**src/rtl/fft_trigger_scanner_pkg.sv**
```systemverilog
// Shared widths, FSM state codes and the magnitude helper for the trigger FFT scanner.
package fft_trigger_scanner_pkg;

  localparam int unsigned FFT_BINS = 64;
  localparam int unsigned BIN_W    = 6;
  localparam int unsigned DATA_W   = 10;

  localparam logic [2:0] StIdle    = 3'd0;
  localparam logic [2:0] StWaitRdy = 3'd1;
  localparam logic [2:0] StScan    = 3'd2;
  localparam logic [2:0] StDrain   = 3'd3;
  localparam logic [2:0] StDecide  = 3'd4;
  localparam logic [2:0] StHoldoff = 3'd5;

  // |d| of a signed sample; the most negative code saturates to the largest positive one.
  function automatic logic [DATA_W-1:0] abs_sat(input logic [DATA_W-1:0] d);
    if (d == {1'b1, {(DATA_W-1){1'b0}}}) begin
      return {1'b0, {(DATA_W-1){1'b1}}};
    end
    if (d[DATA_W-1]) begin
      return ~d + 1'b1;
    end
    return d;
  endfunction

endpackage

```
**src/rtl/fft_bin_peak_tracker.sv**
```systemverilog
// Pairs returning RAM data with its bin tag and keeps the running |real| peak of a scan.
module fft_bin_peak_tracker
  import fft_trigger_scanner_pkg::*;
#(
  parameter int unsigned RD_LAT = 1
) (
  input  logic              clk,
  input  logic              reset,
  input  logic              clear,
  input  logic [BIN_W-1:0]  clear_bin,
  input  logic              issue,
  input  logic [BIN_W-1:0]  issue_bin,
  input  logic [DATA_W-1:0] ram_data,
  output logic [BIN_W-1:0]  run_bin,
  output logic [DATA_W-1:0] run_mag
);

  logic [RD_LAT-1:0] vld_q;
  logic [BIN_W-1:0]  tag_q [RD_LAT];
  logic [DATA_W-1:0] mag;

  assign mag = abs_sat(ram_data);

  // Clearing at scan start also flushes tags left over from an aborted scan.
  always_ff @(posedge clk) begin
    if (reset || clear) begin
      vld_q <= '0;
      for (int i = 0; i < RD_LAT; i++) begin
        tag_q[i] <= '0;
      end
    end else begin
      vld_q[0] <= issue;
      tag_q[0] <= issue_bin;
      for (int i = 1; i < RD_LAT; i++) begin
        vld_q[i] <= vld_q[i-1];
        tag_q[i] <= tag_q[i-1];
      end
    end
  end

  // Strictly-greater update keeps the lowest bin on ties.
  always_ff @(posedge clk) begin
    if (reset) begin
      run_bin <= '0;
      run_mag <= '0;
    end else if (clear) begin
      run_bin <= clear_bin;
      run_mag <= '0;
    end else if (vld_q[RD_LAT-1] && (mag > run_mag)) begin
      run_bin <= tag_q[RD_LAT-1];
      run_mag <= mag;
    end
  end

endmodule

```
**src/rtl/fft_trigger_scanner.sv**
```systemverilog
// Scans a bin band of the trigger FFT output RAM per frame, qualifies peaks over
// consecutive frames and emits a trigger followed by a frame holdoff.
module fft_trigger_scanner
  import fft_trigger_scanner_pkg::*;
#(
  parameter int unsigned RD_LAT         = 1,
  parameter int unsigned HIT_COUNT      = 2,
  parameter int unsigned HOLDOFF_FRAMES = 4
) (
  input  logic              clk,
  input  logic              reset,
  input  logic              enable,
  input  logic              frame_done,
  input  logic              ram_ready,
  input  logic [DATA_W-1:0] ram_data,
  output logic [BIN_W-1:0]  ram_addr,
  input  logic [DATA_W-1:0] threshold,
  input  logic [BIN_W-1:0]  bin_lo,
  input  logic [BIN_W-1:0]  bin_hi,
  output logic              trigger,
  output logic [BIN_W-1:0]  peak_bin,
  output logic [DATA_W-1:0] peak_mag,
  output logic              peak_valid,
  output logic              busy,
  output logic              overrun,
  output logic              scan_abort
);

  logic [2:0]        state_q, state_d;
  logic [BIN_W-1:0]  lo_q, hi_q, addr_q, peak_bin_q, run_bin, start_lo;
  logic [DATA_W-1:0] thr_q, peak_mag_q, run_mag;
  logic [3:0]        hit_cnt_q;
  logic [7:0]        holdoff_q;
  logic [1:0]        drain_q;
  logic              overrun_q, abort_q;
  logic              start, empty, hit, fire, abort, issue, accept;

  assign accept = (state_q == StIdle) && frame_done && enable;
  assign empty  = lo_q > hi_q;
  assign hit    = run_mag >= thr_q;
  assign fire   = (state_q == StDecide) && hit && ((hit_cnt_q + 4'd1) == 4'(HIT_COUNT));
  assign issue  = (state_q == StScan) && !empty && ram_ready;
  assign abort  = (((state_q == StScan) && !empty) || (state_q == StDrain)) && !ram_ready;

  always_comb begin
    state_d  = state_q;
    start    = 1'b0;
    start_lo = lo_q;
    unique case (state_q)
      StIdle: begin
        if (accept) begin
          start_lo = bin_lo;
          if (ram_ready) begin
            state_d = StScan;
            start   = 1'b1;
          end else begin
            state_d = StWaitRdy;
          end
        end
      end
      StWaitRdy: begin
        if (ram_ready) begin
          state_d = StScan;
          start   = 1'b1;
        end
      end
      StScan: begin
        // An empty band spends a single cycle here without issuing an address.
        if (empty) begin
          state_d = StDecide;
        end else if (!ram_ready) begin
          state_d = StIdle;
        end else if (addr_q == hi_q) begin
          state_d = StDrain;
        end
      end
      StDrain: begin
        if (!ram_ready) begin
          state_d = StIdle;
        end else if (drain_q == 2'(RD_LAT - 1)) begin
          state_d = StDecide;
        end
      end
      StDecide: begin
        state_d = (fire && (HOLDOFF_FRAMES > 0)) ? StHoldoff : StIdle;
      end
      StHoldoff: begin
        if (frame_done && (holdoff_q <= 8'd1)) begin
          state_d = StIdle;
        end
      end
      default: state_d = StIdle;
    endcase
  end

  always_ff @(posedge clk) begin
    if (reset) begin
      state_q    <= StIdle;
      lo_q       <= '0;
      hi_q       <= '0;
      thr_q      <= '0;
      addr_q     <= '0;
      drain_q    <= '0;
      hit_cnt_q  <= '0;
      holdoff_q  <= '0;
      peak_bin_q <= '0;
      peak_mag_q <= '0;
      overrun_q  <= 1'b0;
      abort_q    <= 1'b0;
    end else begin
      state_q   <= state_d;
      overrun_q <= frame_done && (state_q inside {StWaitRdy, StScan, StDrain, StDecide});
      abort_q   <= abort;
      if (accept) begin
        lo_q  <= bin_lo;
        hi_q  <= bin_hi;
        thr_q <= threshold;
      end
      if (start) begin
        addr_q <= start_lo;
      end else if ((state_q == StScan) && (state_d == StScan)) begin
        addr_q <= addr_q + 1'b1;
      end
      if (state_q == StScan) begin
        drain_q <= '0;
      end else if (state_q == StDrain) begin
        drain_q <= drain_q + 1'b1;
      end
      if (state_q == StDecide) begin
        peak_bin_q <= run_bin;
        peak_mag_q <= run_mag;
        hit_cnt_q  <= (!hit || fire) ? 4'd0 : hit_cnt_q + 4'd1;
        if (fire) begin
          holdoff_q <= 8'(HOLDOFF_FRAMES);
        end
      end else if ((state_q == StHoldoff) && frame_done && (holdoff_q != 8'd0)) begin
        holdoff_q <= holdoff_q - 8'd1;
      end
      // Disabling the scanner breaks any run of consecutive hits.
      if ((state_d == StIdle) && (state_q != StIdle) && !enable) begin
        hit_cnt_q <= '0;
      end
    end
  end

  fft_bin_peak_tracker #(
    .RD_LAT(RD_LAT)
  ) u_tracker (
    .clk      (clk),
    .reset    (reset),
    .clear    (start),
    .clear_bin(start_lo),
    .issue    (issue),
    .issue_bin(addr_q),
    .ram_data (ram_data),
    .run_bin  (run_bin),
    .run_mag  (run_mag)
  );

  // The decision cycle already presents the fresh peak alongside peak_valid.
  assign peak_valid = state_q == StDecide;
  assign trigger    = fire;
  assign busy       = state_q != StIdle;
  assign peak_bin   = peak_valid ? run_bin : peak_bin_q;
  assign peak_mag   = peak_valid ? run_mag : peak_mag_q;
  assign ram_addr   = addr_q;
  assign overrun    = overrun_q;
  assign scan_abort = abort_q;

endmodule

```
**config.mk**
```make
export PLATFORM = sky130hd
export DESIGN_NAME = fft_trigger_scanner
export DESIGN_NICKNAME = d
export VERILOG_FILES = /design/src/rtl/fft_trigger_scanner_pkg.sv /design/src/rtl/fft_bin_peak_tracker.sv /design/src/rtl/fft_trigger_scanner.sv
export SDC_FILE = /design/constraint.sdc
export NUM_CORES = 1
export LEC_CHECK = 0
export CAP_MARGIN = 5
export CORE_MARGIN = 2
export CORE_UTILIZATION = 55
export DETAILED_ROUTE_END_ITERATION = 8
export GPL_TIMING_DRIVEN = 0
export HOLD_SLACK_MARGIN = 0.05
export PLACE_DENSITY = 0.8
export SLEW_MARGIN = 20
export SYNTH_ARGS = -nofsm -noshare
export SYNTH_HDL_FRONTEND = slang
export SYNTH_SLANG_ARGS = --single-unit
```
**constraint.sdc**
```tcl
create_clock -name clk -period 4.13 [get_ports clk]
set_input_delay 0.6195 -clock clk [delete_from_list [all_inputs] [get_ports clk]]
set_output_delay 0.6195 -clock clk [all_outputs]
set_load 0.01 [all_outputs]
```
## Word-level counts from Yosys, hierarchy flattened

Memory sizes are Yosys's and may differ from the RTL's.
Index checks and enable logic that the tools add are counted.

- Bits in registers: 80
- Bits in latches: 0
- RAM bits: 6
- Bits in read-only memories: 0
- Input port bits: 37
- Output and inout bits: 27
- Logic and storage cells: 110
- Memories: 1

- Add/sub/neg operators: 5
- $mul: 0
- Div/mod/pow operators: 0
- Magnitude comparators: 4
- Equal/unequal tests: 10
- Shifts and indexed selects: 0
- Mux-type cells: 38
- Bitwise logic cells: 1
- Reduce and logical (&&, ||, !) cells: 36

Memories:

| memory | depth | width | rd ports | clocked after memory_dff | write ports | line | source |
|---|---|---|---|---|---|---|---|
| u_tracker.tag_q | 1 | 6 | 1 | 0 | 1 | fft_bin_peak_tracker.sv:19 | `logic [BIN_W-1:0] tag_q [RD_LAT];` |

Operators with widths:

| operator | number |
|---|---|
| $mux 10 | 5 |
| $mux 6 | 8 |
| $mux 3 | 9 |
| $mux 8 | 3 |
| $pmux 3 s6 | 1 |
| $logic_and 1x1->1 | 15 |
| $add 10x1->10 const B | 1 |
| $eq 10x10->1 const B | 1 |
| $ge 10x10->1 | 1 |
| $gt 10x10->1 | 1 |
| $not 10->10 | 1 |
| $eq 3x2->1 const B | 3 |
| $mux 1 | 9 |
| $le 8x1->1 const B | 1 |
| $reduce_bool 8->1 | 1 |
| $sub 8x1->8 const B | 1 |
| $add 6x1->6 const B | 1 |
| $eq 3x3->1 const B | 2 |
| $eq 6x6->1 | 1 |
| $gt 6x6->1 | 1 |
| $logic_not 3->1 | 2 |
| $reduce_bool 2->1 | 3 |
| $reduce_or 2->1 | 3 |
| $reduce_or 6->1 | 1 |
| 14 further kinds | 19 |

## Depth between registers and ports, before layout

- Depth in word-level cells: 9
- Mapped depth: 15
- Mapped depth without buffers: 13

## Hierarchy

From an unflattened synthesis, not the netlist that was laid out.

- Cells, all modules: 580
- Area total of the unflattened synthesis: 4642.0 µm²

Modules (own cells, without submodules):

| module | times used | cells each | area each (µm²) | sequential area each (µm²) |
|---|---|---|---|---|
| fft_trigger_scanner | 1 | 418 | 3283.1 | 1261.2 |
| fft_bin_peak_tracker | 1 | 162 | 1358.8 | 460.4 |

## Worst setup path before layout

Ideal clock, no wire load.

- Kind: input to register
- Start point: input port ram_data[5]
- End point: register u_tracker.run_bin[0]
- Library setup time: 0.122 ns
- Arrival: 3.552 ns
- Required time: 4.008 ns
- Setup slack: 0.456 ns
- Cell stages on the path: 12
- Path buffers: 2
- Cells stage by stage: or3_4 or4_1 or3b_1 buf_6 nand2_1 ha_1 and3_1 or3b_2 o221ai_1 o211ai_1 buf_2 o311a_1

- Cells in the longest elaborated chain, start to end: 8
- Elaborated cells on any way between the ends: 10
- Classes of those cells: add/sub: 1; order compare: 1; eq/ne: 1; mux: 4; bitwise: 1; reduce/logical: 2

Ends and longest elaborated chain:

| element | line | source |
|---|---|---|
| start: declaration | fft_trigger_scanner.sv:15 | `input logic [DATA_W-1:0] ram_data,` |
| $not 10->10 | fft_trigger_scanner_pkg.sv:21 | `return ~d + 1'b1;` |
| $add 10x1->10 | fft_trigger_scanner_pkg.sv:21 |  |
| $mux 10 | fft_trigger_scanner_pkg.sv:20 | `if (d[DATA_W-1]) begin` |
| $mux 10 | fft_trigger_scanner_pkg.sv:23 | `return d;` |
| $mux 10 (*) | fft_trigger_scanner_pkg.sv:20 |  |
| named net u_tracker.mag[5] | fft_bin_peak_tracker.sv:20 | `logic [DATA_W-1:0] mag;` |
| $gt 10x10->1 (*) | fft_bin_peak_tracker.sv:49 | `end else if (vld_q[RD_LAT-1] && (mag > run_mag)) begin` |
| $logic_and 1x1->1 (*) | fft_bin_peak_tracker.sv:49 |  |
| $reduce_bool 2->1 (no line) (*) | n/a |  |
| end signal: assignment | fft_bin_peak_tracker.sv:47 | `run_bin <= clear_bin;` |
| end signal: assignment | fft_bin_peak_tracker.sv:50 | `run_bin <= tag_q[RD_LAT-1];` |
| end: declaration | fft_bin_peak_tracker.sv:14 | `output logic [BIN_W-1:0] run_bin,` |

Mark *: on every way through the listed nets, which the timed path passes. The rest lies on a longest branch.
A chain may end at the register's enable or synchronous reset.

## Worst setup path in the final report

- Start point: input port ram_data[5]
- End point: register u_tracker.run_mag[4]

- Cells in the longest elaborated chain, start to end: 7
- Elaborated cells on any way between the ends: 9
- Classes of those cells: add/sub: 1; order compare: 1; eq/ne: 1; mux: 4; bitwise: 1; reduce/logical: 1

Ends and longest elaborated chain:

| element | line | source |
|---|---|---|
| $not 10->10 | fft_trigger_scanner_pkg.sv:21 |  |
| $add 10x1->10 | fft_trigger_scanner_pkg.sv:21 |  |
| $mux 10 | fft_trigger_scanner_pkg.sv:20 |  |
| $mux 10 | fft_trigger_scanner_pkg.sv:23 |  |
| $mux 10 (*) | fft_trigger_scanner_pkg.sv:20 |  |
| named net u_tracker.mag[5] | fft_bin_peak_tracker.sv:20 |  |
| $gt 10x10->1 (*) | fft_bin_peak_tracker.sv:49 |  |
| $logic_and 1x1->1 (*) | fft_bin_peak_tracker.sv:49 |  |
| end signal: assignment | fft_bin_peak_tracker.sv:51 | `run_mag <= mag;` |
| end: declaration | fft_bin_peak_tracker.sv:15 | `output logic [DATA_W-1:0] run_mag` |

Marked as above.

==> summary.txt <==
GRT
  • Vias in the first global route: 3896
  • First-pass GRT wire length: between 15 and 20 mm
  • Initial antenna violation count: 0
  • Overall routing resource usage: 0.2550
  • Total grt overflow: 0
  • Largest net degree at the start of global routing: 16

CTS
  • CTS root buffer: clkbuf_8
  • CTS Hold Buffers Added: 0
  • H-Tree Depth: 3
  • Post-CTS setup repair buffer count: 0
  • Clk Latency, worst-skew pair: 0.37 ns
  • CTS tree: built
  • Reg clk slew, reported paths: ~0.09 ns
  • Clock buffer depth: 2
  • Clk sinks: 86
  • Inserted Clock Buffers: 9

Setup path
  • WP data required: about 4.4 ns
  • Setup crit end kind: flip-flop
  • Crit path launch type: primary input
  • Critical path arrival: around 4.3 ns
  • CP max FO: 9
  • WS Path Type: primary input to flip-flop

Route
  • First-pass iteration count of the detailed router: 5
  • WL final: between 10 and 15 mm
  • DR vias: about 4000
  • Number of remaining DRC errors: 0
  • DR WL/cell: 14.82 um
  • Via/cell ratio: roughly 5.5
  • Post-route ant nets: 0
  • Initial drt markers: approximately 190

Cells and area
  • Area Overhead vs Synth: 23.22%
  • Ant. Diodes: 0
  • Final #Nets: approximately 690
  • Layout cells sized above 1: 0.07974
  • Post-Layout Cell Count: roughly 730
  • Post-route cell area: 0.005564 sq mm
  • Fillers: around 660

STA
  • Setup violators final: 0
  • Max-slew headroom: 0.3204
  • Max Fclk: approximately 250 MHz
  • Minimum clock period: 3.979 ns
  • Clock Skew: approximately 0.012 ns
  • Fin. Hold Viols: 0
  • Hold WS: ~0.46 ns
  • Slew Limit Fails: 0
  • Slew @ Worst Pin: approximately 1 ns
  • Tcrit/Tclk final: 0.9635
  • RSZ-0062 raised after global routing: false

Worst hold path
  • HP Class: flip-flop to flip-flop

Logic synthesis
  • Syn avg cell area: between 8 and 9 sq um
  • Yosys cell types: between 60 and 70
  • Post-synth top area share: 0.3813
  • Synth area leaders: dfxtp_1 (38%), ha_1 (9.1%), nand2_1 (7.1%), a21oi_1 (4.3%), nor2_1 (3.6%)
  • Sequential share of the synthesized area: 0.3813
  • Synthesized flop and latch total: 86
  • Ys flop type: dfxtp_1
  • Syn nets: 616
  • FFs w/ async S/R, synth: 0
  • Post-synth EDFFs: 0
  • Mapped Cells: 546
  • Synth Cell Area: around 0.0045 sq mm
  • Leading area contributor after synthesis: dfxtp_1
  • Warning count from the yosys run: 0

Placement
  • Dpl hpwl: a little over 8 mm
  • Port Buffer Count: 63
  • Placed Cells: 714
  • GPL Wtd Cong: roughly 0.90
  • Placed cell area: between 0.005 and 0.006 sq mm

Floorplanning
  • IO Pins: 64
  • Initial Util: 0.5580
  • Area of the core: approximately 0.0081 sq mm
  • Chip height: roughly 95 um
  • Die Area: roughly 0.0090 sq mm
  • Row count: 33
  • Die Wd: between 90 and 100 um

Run status
  • Status: complete, no violations

Power
  • Worst VDD drop: roughly 0.00020 V
  • P_leak: between 2 and 2.5 nW
  • P per Cell Area: between 300 and 400 mW/mm^2

Run
  • Max-cap viol count: 0
[cells by family after synthesis]
| group | after synthesis | share of synthesized area |
|---|---|---|
| AOI/OAI and AO/OA | 111 | 0.1621 |
| xor gates and xnor gates | 19 | 0.03685 |
| adders and majority gates | 33 | 0.09144 |
| buffers and inverters | 64 | 0.05708 |
| DFF | 86 | 0.3813 |
| muxes | 9 | 0.01995 |
| and+or+nand+nor | 224 | 0.2513 |
[cell type report]
cell class                      instances  area, sq um  area share
Sequential cell                        86         1722      0.3094
Buffer                                 25        121.4     0.02181
Tap cell                              105        131.4     0.02361
Inverter                               39        146.4     0.02631
Multi-Input combinational cell        396         2584      0.4644
Timing Repair Buffer                   65        651.9      0.1172
Clock buffer                           10        137.6     0.02474
Clock inverter                          6        70.07     0.01259
[through the flow]
stage | power (mW) | setup TNS, ns | util | setup WS [ns]
6_report | 1.796 | 0 | 0.6875 | 0.1506
5_1_grt | 1.868 | 0 | 0.6875 | 0.002825
4_1_cts | 1.789 | 0 | 0.6780 | 0.02401
3_5_place_dp | 1.178 | -5.344 | 0.6521 | -0.4110
3_3_place_gp | 1.168 | -3.571 | 0.6521 | -0.2945
2_1_floorplan | 1.070 | 0 | - | 0.4558
[registers in the layout, summed over array words and instances (netlist names)]
| signal | flops |
|---|---|
| state_q | 3 |
| hi_q | 6 |
| u_tracker.run_bin | 6 |
| peak_bin_q | 6 |
| u_tracker.tag_q | 6 |
| peak_mag_q | 10 |
| ram_addr | 6 |
| holdoff_q | 8 |
| hit_cnt_q | 4 |
| thr_q | 10 |
| drain_q | 2 |
| u_tracker.run_mag | 10 |
| overrun | 1 |
| lo_q | 6 |
| scan_abort | 1 |
| u_tracker.vld_q | 1 |
[per-layer routing]
metal,GRT usage,part of all wire,up-vias,wire length (um)
li1,-,-,2045,-
met2,0.4279,0.48,87,5240
met1,0.3239,0.46,1881,4968
met3,0.05986,0.044,14,482
met5,0,0,-,0
met4,0.08092,0.014,0,157
[cell usage after synthesis, drive strengths merged, types with 6 or more instances]
| master | number |
|---|---|
| a211oi | 11 |
| a21oi | 39 |
| and2 | 7 |
| clkbuf | 20 |
| dfxtp | 86 |
| ha | 33 |
| inv | 38 |
| mux2i | 9 |
| nand2 | 86 |
| nand3 | 8 |
| nor2 | 43 |
| nor2b | 20 |
| nor3 | 12 |
| o21ai | 22 |
| o311a | 6 |
| or3 | 8 |
| xnor2 | 6 |
| xor2 | 13 |
[power by group]
group	leakage (nW)	switching [mW]	total [mW]	internal (mW)
Combinational	1.41	0.161	0.296	0.136
Sequential	0.697	0.0216	0.877	0.855
Clock	0.0951	0.324	0.623	0.299
[cells in the final DEF, fill, tap and decap left out, types with 5 or more instances in the layout]
cell and instances:
nor2b_1 19, o21ai_0 22, nand3_1 8, clkbuf_8 10, nor2_1 43, clkbuf_1 18
nand2b_1 5, clkdlybuf4s50_1 62, a211oi_1 10, inv_1 38, xnor2_1 6, nand2_1 84
ha_1 31, mux2i_1 9, xor2_1 13, and2_1 7, dfxtp_1 86, nor3_1 12
o311a_1 6, a21oi_1 39, a21o_1 5
[critical path: stages]
cell	delay (ns)
clkdlybuf4s50_1	0.44
or3_4	0.42
or4_4	0.49
or3b_1	0.37
buf_6	0.15
nand2_2	0.10
ha_4	0.14
and3_4	0.19
or3b_4	0.38
o211ai_1	0.36
clkdlybuf4s15_2	0.33
nor2_1	0.06
a211oi_1	0.21
[repair_timing]
action	in CTS	in global routing
cloned	0	2
pin swaps	0	3
endpoints found under the hold margin	0	0
endpoints found under the setup margin	4	16
resized for setup	1	22
[worst paths after layout]
| path | to | slack, ns | cells past startpoint | from |
|---|---|---|---|---|
| worst max-delay path | u_tracker.run_mag[4] | 0.15 | 13 | ram_data[5] |
| worst min-delay path | thr_q[6] | 0.46 | 2 | thr_q[6] |
| worst max register to register | holdoff_q[3] | 1.38 | 8 | thr_q[9] |
| worst min register to register | thr_q[6] | 0.46 | 2 | thr_q[6] |
(Power assumes the default switching activity.)
